==> src/rtl/vram_arbiter_if.sv <==
// vram_arbiter_if: request, response and RAM signals of the VRAM arbiter.
// Modports:
//   slave  - the arbiter: takes video/game/clear requests and RAM read data,
//            drives grants, read data/valids, clear status and RAM controls.
//   master - the surrounding requesters and RAM.
interface vram_arbiter_if #(
    parameter int ADDR_W = 15,
    parameter int DATA_W = 12
);
    logic              vid_rd_req;
    logic [ADDR_W-1:0] vid_rd_addr;
    logic [DATA_W-1:0] vid_rd_data;
    logic              vid_rd_valid;
    logic              gl_req;
    logic              gl_we;
    logic [ADDR_W-1:0] gl_addr;
    logic [DATA_W-1:0] gl_wdata;
    logic              gl_ack;
    logic [DATA_W-1:0] gl_rdata;
    logic              gl_rvalid;
    logic              clr_start;
    logic [DATA_W-1:0] clr_color;
    logic              clr_busy;
    logic              clr_done;
    logic              mem_en;
    logic              mem_we;
    logic [ADDR_W-1:0] mem_addr;
    logic [DATA_W-1:0] mem_wdata;
    logic [DATA_W-1:0] mem_rdata;
    modport slave (
        input  vid_rd_req, vid_rd_addr, gl_req, gl_we, gl_addr, gl_wdata,
               clr_start, clr_color, mem_rdata,
        output vid_rd_data, vid_rd_valid, gl_ack, gl_rdata, gl_rvalid,
               clr_busy, clr_done, mem_en, mem_we, mem_addr, mem_wdata
    );
    modport master (
        output vid_rd_req, vid_rd_addr, gl_req, gl_we, gl_addr, gl_wdata,
               clr_start, clr_color, mem_rdata,
        input  vid_rd_data, vid_rd_valid, gl_ack, gl_rdata, gl_rvalid,
               clr_busy, clr_done, mem_en, mem_we, mem_addr, mem_wdata
    );
endinterface

==> src/rtl/vram_arbiter.sv <==
// vram_arbiter: shares one single-port VRAM (1-cycle read latency) between
// video scanout (highest priority), an optional screen-clear engine and the
// game-logic port. The clear engine is built only when VRAM_CLEAR_EN is defined.
// Ports:
//   clk     - system clock
//   reset_n - synchronous reset, active low
//   bus     - vram_arbiter_if.slave: video read, game read/write, clear
//             control/status and the registered RAM interface
module vram_arbiter #(
    parameter int ADDR_W   = 15,
    parameter int DATA_W   = 12,
    parameter int CLR_LAST = 29999
) (
    input logic           clk,
    input logic           reset_n,
    vram_arbiter_if.slave bus
);
    logic              idle, clr_wr, gl_ack;
    logic [ADDR_W-1:0] clr_addr;
    logic [DATA_W-1:0] clr_data;
    logic              mem_en_q, mem_en_d, mem_we_q, mem_we_d;
    logic [ADDR_W-1:0] mem_addr_q, mem_addr_d;
    logic [DATA_W-1:0] mem_wdata_q, mem_wdata_d;
    // read-source tags {video, game}; stage 2 lines up with returning RAM data
    logic [1:0]        tag1_q, tag1_d, tag2_q;

`ifdef VRAM_CLEAR_EN
    typedef enum logic {IDLE, CLEAR} state_t;
    state_t            state_q, state_d;
    logic [ADDR_W-1:0] cnt_q, cnt_d;
    logic [DATA_W-1:0] color_q, color_d;
    logic              done_q, done_d, last;

    assign idle         = state_q == IDLE;
    assign clr_wr       = state_q == CLEAR && !bus.vid_rd_req;
    assign last         = cnt_q == ADDR_W'(CLR_LAST);
    assign clr_addr     = cnt_q;
    assign clr_data     = color_q;
    assign bus.clr_busy = state_q == CLEAR;
    assign bus.clr_done = done_q;

    // counter holds at the last address so it can never wrap
    always_comb begin
        state_d = state_q;
        cnt_d   = cnt_q;
        color_d = color_q;
        done_d  = 1'b0;
        if (idle && bus.clr_start) begin
            state_d = CLEAR;
            cnt_d   = '0;
            color_d = bus.clr_color;
        end else if (clr_wr) begin
            state_d = last ? IDLE : CLEAR;
            cnt_d   = last ? cnt_q : cnt_q + 1'b1;
            done_d  = last;
        end
    end

    always_ff @(posedge clk) begin
        if (!reset_n) begin
            state_q <= IDLE;
            cnt_q   <= '0;
            color_q <= '0;
            done_q  <= 1'b0;
        end else begin
            state_q <= state_d;
            cnt_q   <= cnt_d;
            color_q <= color_d;
            done_q  <= done_d;
        end
    end
`else
    logic unused_clr;

    assign unused_clr   = ^{bus.clr_start, bus.clr_color, CLR_LAST[0]};
    assign idle         = 1'b1;
    assign clr_wr       = 1'b0;
    assign clr_addr     = '0;
    assign clr_data     = '0;
    assign bus.clr_busy = 1'b0;
    assign bus.clr_done = 1'b0;
`endif

    // no grant while in reset, so a request is never acked without its access
    assign gl_ack = reset_n && bus.gl_req && !bus.vid_rd_req && idle;

    always_comb begin
        mem_en_d    = bus.vid_rd_req || clr_wr || gl_ack;
        mem_we_d    = bus.vid_rd_req ? 1'b0 : clr_wr ? 1'b1 : gl_ack ? bus.gl_we : mem_we_q;
        mem_addr_d  = bus.vid_rd_req ? bus.vid_rd_addr : clr_wr ? clr_addr :
                      gl_ack ? bus.gl_addr : mem_addr_q;
        mem_wdata_d = clr_wr ? clr_data : gl_ack ? bus.gl_wdata : mem_wdata_q;
        tag1_d      = {bus.vid_rd_req, gl_ack && !bus.gl_we};
    end

    always_ff @(posedge clk) begin
        if (!reset_n) begin
            mem_en_q    <= 1'b0;
            mem_we_q    <= 1'b0;
            mem_addr_q  <= '0;
            mem_wdata_q <= '0;
            tag1_q      <= '0;
            tag2_q      <= '0;
        end else begin
            mem_en_q    <= mem_en_d;
            mem_we_q    <= mem_we_d;
            mem_addr_q  <= mem_addr_d;
            mem_wdata_q <= mem_wdata_d;
            tag1_q      <= tag1_d;
            tag2_q      <= tag1_q;
        end
    end

    assign bus.gl_ack       = gl_ack;
    assign bus.mem_en       = mem_en_q;
    assign bus.mem_we       = mem_we_q;
    assign bus.mem_addr     = mem_addr_q;
    assign bus.mem_wdata    = mem_wdata_q;
    assign bus.vid_rd_data  = bus.mem_rdata;
    assign bus.gl_rdata     = bus.mem_rdata;
    assign bus.vid_rd_valid = tag2_q[1];
    assign bus.gl_rvalid    = tag2_q[0];
endmodule

==> src/flat_wrapper.sv <==
// flat-port wrapper written by rule: the top's interface ports become plain ports
module vram_arbiter_flat 
#(
    parameter int ADDR_W   = 15,
    parameter int DATA_W   = 12,
    parameter int CLR_LAST = 29999
)
  (clk, reset_n, bus_vid_rd_req, bus_vid_rd_addr, bus_gl_req, bus_gl_we, bus_gl_addr, bus_gl_wdata, bus_clr_start, bus_clr_color, bus_mem_rdata, bus_vid_rd_data, bus_vid_rd_valid, bus_gl_ack, bus_gl_rdata, bus_gl_rvalid, bus_clr_busy, bus_clr_done, bus_mem_en, bus_mem_we, bus_mem_addr, bus_mem_wdata);
  vram_arbiter_if #(.ADDR_W(ADDR_W), .DATA_W(DATA_W)) bus_i ();
  input logic clk;
  input logic reset_n;
  input wire logic [$bits(bus_i.vid_rd_req)-1:0] bus_vid_rd_req;
  input wire logic [$bits(bus_i.vid_rd_addr)-1:0] bus_vid_rd_addr;
  input wire logic [$bits(bus_i.gl_req)-1:0] bus_gl_req;
  input wire logic [$bits(bus_i.gl_we)-1:0] bus_gl_we;
  input wire logic [$bits(bus_i.gl_addr)-1:0] bus_gl_addr;
  input wire logic [$bits(bus_i.gl_wdata)-1:0] bus_gl_wdata;
  input wire logic [$bits(bus_i.clr_start)-1:0] bus_clr_start;
  input wire logic [$bits(bus_i.clr_color)-1:0] bus_clr_color;
  input wire logic [$bits(bus_i.mem_rdata)-1:0] bus_mem_rdata;
  output wire logic [$bits(bus_i.vid_rd_data)-1:0] bus_vid_rd_data;
  output wire logic [$bits(bus_i.vid_rd_valid)-1:0] bus_vid_rd_valid;
  output wire logic [$bits(bus_i.gl_ack)-1:0] bus_gl_ack;
  output wire logic [$bits(bus_i.gl_rdata)-1:0] bus_gl_rdata;
  output wire logic [$bits(bus_i.gl_rvalid)-1:0] bus_gl_rvalid;
  output wire logic [$bits(bus_i.clr_busy)-1:0] bus_clr_busy;
  output wire logic [$bits(bus_i.clr_done)-1:0] bus_clr_done;
  output wire logic [$bits(bus_i.mem_en)-1:0] bus_mem_en;
  output wire logic [$bits(bus_i.mem_we)-1:0] bus_mem_we;
  output wire logic [$bits(bus_i.mem_addr)-1:0] bus_mem_addr;
  output wire logic [$bits(bus_i.mem_wdata)-1:0] bus_mem_wdata;
  assign bus_i.vid_rd_req = bus_vid_rd_req;
  assign bus_i.vid_rd_addr = bus_vid_rd_addr;
  assign bus_i.gl_req = bus_gl_req;
  assign bus_i.gl_we = bus_gl_we;
  assign bus_i.gl_addr = bus_gl_addr;
  assign bus_i.gl_wdata = bus_gl_wdata;
  assign bus_i.clr_start = bus_clr_start;
  assign bus_i.clr_color = bus_clr_color;
  assign bus_i.mem_rdata = bus_mem_rdata;
  assign bus_vid_rd_data = bus_i.vid_rd_data;
  assign bus_vid_rd_valid = bus_i.vid_rd_valid;
  assign bus_gl_ack = bus_i.gl_ack;
  assign bus_gl_rdata = bus_i.gl_rdata;
  assign bus_gl_rvalid = bus_i.gl_rvalid;
  assign bus_clr_busy = bus_i.clr_busy;
  assign bus_clr_done = bus_i.clr_done;
  assign bus_mem_en = bus_i.mem_en;
  assign bus_mem_we = bus_i.mem_we;
  assign bus_mem_addr = bus_i.mem_addr;
  assign bus_mem_wdata = bus_i.mem_wdata;
  vram_arbiter #(.ADDR_W(ADDR_W), .DATA_W(DATA_W), .CLR_LAST(CLR_LAST)) u_core (.clk(clk), .reset_n(reset_n), .bus(bus_i));
endmodule
==> config.mk <==
export PLATFORM = sky130hd
export DESIGN_NAME = vram_arbiter_flat
export DESIGN_NICKNAME = d
export VERILOG_FILES = /design/src/rtl/vram_arbiter_if.sv /design/src/rtl/vram_arbiter.sv /design/src/flat_wrapper.sv
export SDC_FILE = /design/constraint.sdc
export NUM_CORES = 1
export LEC_CHECK = 0
export BUFFER_PORTS_ARGS = -buffer_cell sky130_fd_sc_hd__buf_2
export CORE_UTILIZATION = 42
export CTS_BUF_LIST = sky130_fd_sc_hd__clkbuf_4
export CTS_CLUSTER_SIZE = 16
export DETAILED_ROUTE_END_ITERATION = 12
export PLACE_DENSITY = 0.89
export SLEW_MARGIN = 30
export SYNTH_ARGS = -nofsm -noshare
export SYNTH_HDL_FRONTEND = slang
export SYNTH_SLANG_ARGS = --single-unit
export TNS_END_PERCENT = 1
==> constraint.sdc <==
create_clock -name clk -period 2.19 [get_ports clk]
set_clock_uncertainty 0.15 [all_clocks]
set_input_delay 0.219 -clock clk [delete_from_list [all_inputs] [get_ports clk]]
set_output_delay 0.219 -clock clk [all_outputs]
set_load 0.05 [all_outputs]
# Word-level counts from Yosys, hierarchy flattened
# Cells that the tools add are included.
dict set report totals {
  regBits 33
  in_bits 72
  out_inout_bits 58
}
dict set report classes {
  mux 2
  bitwise_logic 1
  reduce_logical 8
}
# operator n
set op_table {}
lappend op_table {{15-bit two-way mux} 2}
lappend op_table {{1-bit logical AND} 3}
lappend op_table {{1-bit zero test} 2}
lappend op_table {{2-bit nonzero test} 1}
lappend op_table {{2-bit OR reduction} 1}
lappend op_table {{1-bit logical OR} 1}
lappend op_table {{1-bit inverter} 1}

# Logic depth before layout (Yosys ltp)
# Gate-level depths: netlist of the first run.
dict set report depth {
  ltp_word 4
  ltp_mapped 5
}

# Worst setup path after synthesis of the first run
# No wires, ideal clock.
dict set report synth_path {
  path_type {in2out}
  from {input port bus_gl_req}
  to {output port bus_gl_ack}
  t_arrival_ns 1.065
  path_slack_ns 0.756
  cell_stages 4
  path_cell_list {buf_6 -> and2b_4 -> buf_6 -> and2_1}
}
dict set report synth_between {
  elab_chain_cells 2
}
# element line_no
set synth_rtl {}
lappend synth_rtl {{start: declaration} flat_wrapper.sv:14} ;# input wire logic [$bits(bus_i.gl_req)-1:0] bus_gl_req;
lappend synth_rtl {{1-bit logical AND (2 in series)} vram_arbiter.sv:85} ;# assign gl_ack = reset_n && bus.gl_req && !bus.vid_rd_req && idle;
lappend synth_rtl {{end: declaration} flat_wrapper.sv:23} ;# output wire logic [$bits(bus_i.gl_ack)-1:0] bus_gl_ack;
# No other way between the ends.

# Worst setup path in the final report of the first run
dict set report layout_path {
  from {input port bus_vid_rd_req}
  to {output port bus_gl_ack}
}
dict set report layout_between {
  elab_chain_cells 2
}
# element line_no
set layout_rtl {}
lappend layout_rtl {{start: declaration} flat_wrapper.sv:12} ;# input wire logic [$bits(bus_i.vid_rd_req)-1:0] bus_vid_rd_req;
lappend layout_rtl {{1-bit zero test} vram_arbiter.sv:85}
lappend layout_rtl {{1-bit logical AND} vram_arbiter.sv:85}
# No other way between the ends.

==> flow_metrics.env, run 1 <==
export IMPL_synthFlopType="dfxtp_1"
export IMPL_crit_fanout=13
export IMPL_grt_pass1_vias=1182
export IMPL_r2r_slack_ns=1.21
export IMPL_ys_types=19
export IMPL_status="complete, no violations"
export IMPL_ys_top_cells_by_area="dfxtp_1 44%, buf_4 14%, mux2i_1 10%"
export IMPL_utilization_pct=59.5
export IMPL_arrival_ns=1.65
export IMPL_placed_cells=254
export IMPL_finalSetupTns_ns=0
export IMPL_crit_path_top_delay_cell="dlygate4sd3_1"
export IMPL_port_buffer_count=78
export IMPL_gp_congestion=0.680
export IMPL_fmax_ghz=0.494
export IMPL_hold_viol_final=0
export IMPL_routedWlPerCell_um=12.1
export IMPL_cts_buffers=5
export IMPL_power_density_nw_per_um2=715
export IMPL_nNetsFinal=309
export IMPL_setup_viol=0
export IMPL_critPathKind="primary input to output port"
export IMPL_irDropWorstVdd_mv=0.482
export IMPL_core_area_um2=3360
export IMPL_required_ns=1.82
export IMPL_fin_cells=284
export IMPL_cp_start_kind="primary input"
export IMPL_cts_setup_buffers=0
export IMPL_worstMarginPinSlew_ns=0.767
export IMPL_drv_slew=0
export IMPL_dieArea_um2=3780
export IMPL_rsz0062_at_grt="false"
export IMPL_p_leak_nw=0.993
export IMPL_syn_avg_cell_area_um2=9.18
export IMPL_cts_buffer_depth=2
export IMPL_clock_sinks=33
export IMPL_yosysWarnings=0
export IMPL_synth_edf_count=0
export IMPL_fp_dieH_um=61.5
export IMPL_synthArstFlopShare_pct=0
export IMPL_ctsHtreeMaxLevel=2
export IMPL_seq_area_frac_synth_pct=44.4
export IMPL_drc=0
export IMPL_end_kind="output port"
export IMPL_area_growth_pct=34.6
export IMPL_path_clk_slew_ns=0.09
export IMPL_crit_top_cell="buf_2"
export IMPL_antenna_left=0
export IMPL_grt_usage_pct=18.8
export IMPL_syn_inst=162
export IMPL_synth_largest_area_cell="dfxtp_1"
export IMPL_clk_latency_ns=0.33
export IMPL_cts_root_buffer="clkbuf_4"
export IMPL_hold_slack_ns=0.0171
export IMPL_grt_max_degree=31
export IMPL_syn_area_um2=1490
export IMPL_antenna_found_initial=0
export IMPL_dieWidth_um=61.5
export IMPL_synth_most_common_cell="dfxtp_1"
export IMPL_grt_first_pass_wirelength_um=5010
export IMPL_rows=21
export IMPL_initial_core_util_pct=44.2
export IMPL_n_antenna_cell=0
export IMPL_yosysTopAreaCellShare_pct=44.4
export IMPL_fin_total_pwr_mw=1.43
export IMPL_place_hpwl_um=2080
export IMPL_drv_cap=0
export IMPL_slowest_delay_ns=0.53
export IMPL_layout_min_cycle_time_ns=2.02
export IMPL_cts_tree="yes"
export IMPL_first_pass_iters=4
export IMPL_crit_path_cell_trace="dlygate4sd3_1 -> buf_2 -> and2b_4 -> and2_1 -> buf_2"
export IMPL_ys_seq_elements=33
export IMPL_io_pins=130
export IMPL_num_vias=1287
export IMPL_gr_total_overflow=0
export IMPL_maxSlewHeadroom_pct=48.8
export IMPL_cts_resized=0
export IMPL_post_route_period_util_pct=92.3
export IMPL_avgViaCountPerCell=4.53
export IMPL_totalWireLength_um=3450
export IMPL_drt_iter0_drc=34
export IMPL_hold_path_class="primary input to flop"
export IMPL_drive_gt1_share_pct=38.2
export IMPL_fill_cells=333
export IMPL_yosys_top_cells_count="33 x dfxtp_1, 27 x buf_4, 24 x nand2_1"
-- registers in the layout (all words and copies together) (netlist names) --
| signal | count |
|---|---|
| u_core.tag1_q | 2 |
| u_core.bus.mem_wdata | 12 |
| u_core.bus.mem_en | 1 |
| u_core.bus.mem_addr | 15 |
| u_core.tag2_q | 2 |
| u_core.bus.mem_we | 1 |
-- through the flow --
stage | cell area (um2) | setup slack [ns]
after floorplan | 1490 | 0.756
after CTS | 2000 | 0.152
after detailed placement | 1700 | 0.656
after global placement | 1700 | 0.732
after global routing | 2000 | 0.110
final | 2000 | 0.168
-- kinds of logic after synthesis --
logic type             after synthesis  synth area share, %
AOI/OAI and AO/OA                   43                 16.7
muxes                               16                 10.9
other                                1                0.252
and+or+nand+nor                     32                 10.1
DFF                                 33                 44.4
buffers and inverters               37                 17.7
-- path summary, 6_finish.rpt --
| kind | start | end | depth (start not counted) |
|---|---|---|---|
| worst max-delay path | bus_vid_rd_req | bus_gl_ack | 5 |
| worst min-delay path | bus_vid_rd_addr[2] | u_core.bus.mem_addr[2] | 3 |
| worst min register to register | u_core.tag1_q[0] | u_core.tag2_q[0] | 1 |
| worst max register to register | u_core.bus.mem_we | u_core.bus.mem_we | 2 |
-- layer usage --
metal / vias up / track usage (%) / part of all wire (%)
met5: - / 0 / 0
met4: 0 / 8.57 / 2.3
met3: 13 / 7.77 / 6.7
met2: 52 / 35.8 / 53
met1: 562 / 17.1 / 38
li1: 660 / - / -
-- critical path, delay by kind of cell --
family,cells,cell delay [ns]
buf+inv,3,0.94
simple gates,2,0.49
-- report_power, final --
group / switching (mW) / leakage (nW) / total, mW / internal, mW
registers: 0.0148 / 0.273 / 0.650 / 0.635
clock network: 0.202 / 0.0433 / 0.452 / 0.250
logic: 0.210 / 0.677 / 0.328 / 0.118
total: 0.427 / 0.993 / 1.43 / 1.00
-- final cells by class --
| class | count | area [um2] | area share [%] |
|---|---|---|---|
| Clock buffer | 6 | 45.0 | 2.25 |
| Timing Repair Buffer | 103 | 633 | 31.6 |
| Tap cell | 46 | 57.6 | 2.88 |
| Sequential cell | 33 | 661 | 33.0 |
| Clock inverter | 2 | 33.8 | 1.69 |
| Multi-Input combinational cell | 93 | 567 | 28.3 |
| Inverter | 1 | 3.75 | 0.188 |
-- layout by cell type, fill, tap and decap left out, types with 2 or more instances in the layout --
cell type	instances
o21ai_0	15
clkbuf_4	6
a21boi_0	3
conb_1	2
buf_4	3
dlygate4sd3_1	22
a21boi_1	9
and2_1	4
mux2i_1	15
dfxtp_1	33
nand2_1	24
a21oi_1	15
buf_2	78
-- repair_timing --
| action | CTS | global route |
|---|---|---|
| hold buffers | 22 | 0 |
| setup endpoints to repair | 0 | 0 |
| hold endpoints to repair | 23 | 0 |
Power figures use the tool's default switching activity.
==> run 2, diff against run 1 <==
- MAX_ROUTING_LAYER: unset -> met4
==> flow_metrics.env, run 2 (synthesis gave the netlist of run 1 again) <==
export IMPL_initial_core_util_pct=44.2
export IMPL_antenna_left=0
export IMPL_p_leak_nw=0.993
export IMPL_drive_gt1_share_pct=38.2
export IMPL_largest_reg_flops=15
export IMPL_rows=21
export IMPL_cts_root_buffer="clkbuf_4"
export IMPL_placed_area_um2=1700
export IMPL_status="complete, no violations"
export IMPL_dieWidth_um=61.5
export IMPL_switchingPower_uw=427
export IMPL_maxUsedRoutingLayer="met4"
export IMPL_gr_total_overflow=0
export IMPL_required_ns=1.82
export IMPL_drv_cap=0
export IMPL_grt_pass1_vias=1178
export IMPL_nNetsFinal=309
export IMPL_gp_congestion=0.687
export IMPL_utilization_pct=59.5
export IMPL_area_growth_pct=34.6
export IMPL_cts_setup_buffers=0
export IMPL_finalSetupTns_ns=0
export IMPL_fp_dieH_um=61.5
export IMPL_placed_cells=254
export IMPL_fmax_ghz=0.495
export IMPL_irDropWorstVdd_mv=0.482
export IMPL_post_place_ws_ns=0.656
export IMPL_num_vias=1284
export IMPL_worstMarginPinSlew_ns=0.768
export IMPL_maxSlewHeadroom_pct=48.8
export IMPL_cts_tree="yes"
export IMPL_route_met2_wl_um=1810
export IMPL_wl_met1_um=1300
export IMPL_sequentialPowerShare_pct=45.5
export IMPL_fin_total_pwr_mw=1.43
export IMPL_antenna_found_initial=0
export IMPL_cts_resized=0
export IMPL_mostFrequentLayoutCell="buf_2"
export IMPL_dieArea_um2=3780
export IMPL_setup_viol=0
export IMPL_fill_cells=333
export IMPL_grt_first_pass_wirelength_um=5010
export IMPL_ctsHtreeMaxLevel=2
export IMPL_rsz0062_at_grt="false"
export IMPL_drt_iter0_drc=28
export IMPL_core_area_um2=3360
export IMPL_port_buffer_count=78
export IMPL_fin_cells=284
export IMPL_timing_final_ws_setup_ns=0.171
export IMPL_post_route_period_util_pct=92.2
export IMPL_drv_slew=0
export IMPL_clk_latency_ns=0.33
export IMPL_p_int_mw=1.00
export IMPL_pwr_share_clk_pct=31.6
export IMPL_totalWireLength_um=3440
export IMPL_place_hpwl_um=2080
export IMPL_routedWlPerCell_um=12.1
export IMPL_grt_usage_pct=19.4
export IMPL_avgViaCountPerCell=4.52
export IMPL_final_area_um2=2000
export IMPL_drc=0
export IMPL_hold_slack_ns=0.0160
export IMPL_swShare_pct=29.8
export IMPL_arrival_ns=1.65
export IMPL_io_pins=130
export IMPL_layout_min_cycle_time_ns=2.02
export IMPL_hold_viol_final=0
export IMPL_power_density_nw_per_um2=715
export IMPL_power_share_combinational_pct=22.9
export IMPL_crit_fanout=13
export IMPL_n_antenna_cell=0
export IMPL_first_pass_iters=2
export IMPL_hold_path_class="primary input to flop"
export IMPL_final_cell_mix="78 x buf_2, 33 x dfxtp_1, 24 x nand2_1"
export IMPL_clock_sinks=33
export IMPL_critPathKind="primary input to output port"
export IMPL_grt_max_degree=31
export IMPL_end_kind="output port"
export IMPL_cp_start_kind="primary input"
export IMPL_path_clk_slew_ns=0.09
export IMPL_cts_buffer_depth=2
export IMPL_wl_met3_um=236
export IMPL_cts_buffers=5
## run 2: final cells by class
| class | count | area (um2) | share of cell area (%) |
|---|---|---|---|
| Multi-Input combinational cell | 93 | 567 | 28.3 |
| Clock buffer | 6 | 45.0 | 2.25 |
| Sequential cell | 33 | 661 | 33.0 |
| Timing Repair Buffer | 103 | 633 | 31.6 |
| Clock inverter | 2 | 33.8 | 1.69 |
| Tap cell | 46 | 57.6 | 2.88 |
| Inverter | 1 | 3.75 | 0.188 |
## run 2: repair_timing
action                     CTS  global route
hold endpoints to repair    23             0
setup endpoints to repair    0             0
hold buffers                22             0
## run 2: final timing paths
kind / cells after the start / from / slack (ns) / end
min: 3 / bus_vid_rd_addr[2] / 0.02 / u_core.bus.mem_addr[2]
max: 5 / bus_vid_rd_req / 0.17 / bus_gl_ack
max reg2reg: 2 / u_core.bus.mem_we / 1.21 / u_core.bus.mem_we
min reg2reg: 1 / u_core.tag1_q[0] / 0.29 / u_core.tag2_q[0]
## run 2: worst max-delay path: stages
cell and delay, ns:
dlygate4sd3_1 0.53, buf_2 0.15, and2b_4 0.34, and2_1 0.15, buf_2 0.26
## run 2: power groups by stage
| stage | registers (mW) | logic (mW) | clock network, mW |
|---|---|---|---|
| after detailed placement | 0.663 | 0.297 | 0 |
| after CTS | 0.650 | 0.326 | 0.466 |
| after global routing | 0.655 | 0.353 | 0.495 |
| after floorplan | 0.782 | 0.214 | 0 |
| final | 0.650 | 0.328 | 0.452 |
| after global placement | 0.662 | 0.291 | 0 |
## run 2: layer usage
metal	GRT usage (%)	vias to the layer above
met5	-	-
met4	8.57	0
met3	7.77	14
met2	35.6	53
met1	17.3	557
li1	-	660
==> run 3, diff against run 2 <==
==> constraint.sdc (replaced) <==
create_clock -name clk -period 2.19 [get_ports clk]
set_clock_uncertainty 0.15 [all_clocks]
set_input_delay 0 -clock clk [delete_from_list [all_inputs] [get_ports clk]]
set_output_delay 0 -clock clk [all_outputs]
set_load 0.05 [all_outputs]
==> flow_metrics.env, run 3 (synthesis gave the netlist of run 1 again) <==
export IMPL_path_clk_slew_ns=0.10
export IMPL_fin_cells=316
export IMPL_dieArea_um2=3780
export IMPL_core_area_um2=3360
export IMPL_placed_cells=251
export IMPL_ctsHtreeMaxLevel=2
export IMPL_drc=0
export IMPL_cts_root_buffer="clkbuf_4"
export IMPL_grt_max_degree=35
export IMPL_clk_latency_ns=0.32
export IMPL_avgViaCountPerCell=4.59
export IMPL_antenna_left=0
export IMPL_crit_fanout=31
export IMPL_crit_buf_inv=4
export IMPL_rows=21
export IMPL_end_kind="flop"
export IMPL_cts_buffer_depth=2
export IMPL_fp_dieH_um=61.5
export IMPL_gr_total_overflow=0
export IMPL_nNetsFinal=341
export IMPL_timing_final_ws_setup_ns=0.220
export IMPL_layout_min_cycle_time_ns=1.97
export IMPL_place_hpwl_um=1960
export IMPL_worstMarginPinSlew_ns=1.00
export IMPL_status="complete, no violations"
export IMPL_crit_path_top_delay_cell="dlygate4sd3_1"
export IMPL_final_cell_mix="78 x buf_2, 57 x dlygate4sd3_1, 33 x dfxtp_1"
export IMPL_dieWidth_um=61.5
export IMPL_cts_setup_buffers=0
export IMPL_grt_first_pass_wirelength_um=5850
export IMPL_final_area_um2=2310
export IMPL_cts_buffers=5
export IMPL_hold_path_class="primary input to flop"
export IMPL_required_ns=2.26
export IMPL_power_density_nw_per_um2=625
export IMPL_grt_usage_pct=22.5
export IMPL_post_route_period_util_pct=90.0
export IMPL_fill_cells=295
export IMPL_rsz0062_at_grt="false"
export IMPL_initial_core_util_pct=44.2
export IMPL_fmax_ghz=0.508
export IMPL_clock_sinks=33
export IMPL_area_growth_pct=55.3
export IMPL_post_place_ws_ns=0.768
export IMPL_crit_top_cell="dlygate4sd3_1"
export IMPL_maxSlewHeadroom_pct=32.9
export IMPL_drive_gt1_share_pct=33.3
export IMPL_grt_pass1_vias=1349
export IMPL_drv_slew=0
export IMPL_critPathKind="primary input to flop"
export IMPL_hold_viol_final=0
export IMPL_setup_viol=0
export IMPL_n_antenna_cell=0
export IMPL_port_buffer_count=78
export IMPL_arrival_ns=2.04
export IMPL_drt_iter0_drc=68
export IMPL_p_leak_nw=1.13
export IMPL_antenna_found_initial=0
export IMPL_irDropWorstVdd_mv=0.393
export IMPL_routedWlPerCell_um=12.3
export IMPL_cp_start_kind="primary input"
export IMPL_crit_path_cell_trace="dlygate4sd3_1 -> buf_2 -> clkinvlp_4 -> o21ai_0 -> a21oi_1 -> dlygate4sd3_1"
export IMPL_placed_area_um2=1680
export IMPL_io_pins=130
export IMPL_drv_cap=0
export IMPL_finalSetupTns_ns=0
export IMPL_gp_congestion=0.678
export IMPL_cp_top_family="buffers and inverters"
export IMPL_cts_tree="yes"
export IMPL_largest_reg_flops=15
export IMPL_first_pass_iters=4
export IMPL_mostFrequentLayoutCell="buf_2"
export IMPL_totalWireLength_um=3890
export IMPL_num_vias=1452
export IMPL_fin_total_pwr_mw=1.44
export IMPL_slowest_delay_ns=0.58
[run 3: final timing paths]
check	start	endpoint	slack, ns	cells past startpoint
worst max-delay path	bus_vid_rd_req	u_core.bus.mem_addr[10]	0.22	6
worst min-delay path	bus_gl_req	u_core.bus.mem_en	0.09	2
worst max register to register	u_core.bus.mem_addr[10]	u_core.bus.mem_addr[10]	0.72	3
worst min register to register	u_core.tag1_q[1]	u_core.tag2_q[1]	0.29	1
[run 3: stage by stage]
stage | utilization [%] | hold slack (ns)
3_3_place_gp | 49.9 | -0.149
2_1_floorplan | - | -0.0283
5_1_grt | 68.6 | 0.0844
3_5_place_dp | 49.9 | -0.149
4_1_cts | 68.5 | 0.0799
6_report | 68.6 | 0.0890
[run 3: metal layers]
metal  up-vias  global-route usage (%)  wire length [um]
li1        728                       -                 -
met2        69                    45.0              2190
met1       651                    19.7              1450
met5         -                       -                 0
met3         4                    5.46               206
met4         0                    8.25                34
[run 3: report_power, final]
part	internal, mW	leakage (nW)	total (mW)	switching (mW)
sequential	0.635	0.273	0.651	0.0161
combinational	0.163	0.824	0.470	0.307
clock	0.121	0.0310	0.323	0.202
[run 3: worst register-to-register path, stage by stage, from the launching register on]
cell	delay (ns)
dfxtp_1	0.34
mux2i_1	0.20
a21oi_1	0.09
dlygate4sd3_1	0.58
[run 3: cell type report]
| cell class | count | area [um2] | share of cell area (%) |
|---|---|---|---|
| inverter | 1 | 7.51 | 0.325 |
| multi-input combinational | 93 | 567 | 24.6 |
| clock inverter | 3 | 17.5 | 0.759 |
| clock buffer | 5 | 37.5 | 1.63 |
| timing repair buffer | 135 | 961 | 41.6 |
| sequential | 33 | 661 | 28.6 |
| tap | 46 | 57.6 | 2.49 |
[run 3: repair_timing]
| action | in CTS | in global routing |
|---|---|---|
| endpoints found under the setup margin | 0 | 7 |
| resized for setup | 0 | 1 |
| hold buffers | 57 | 0 |
| endpoints found under the hold margin | 55 | 0 |
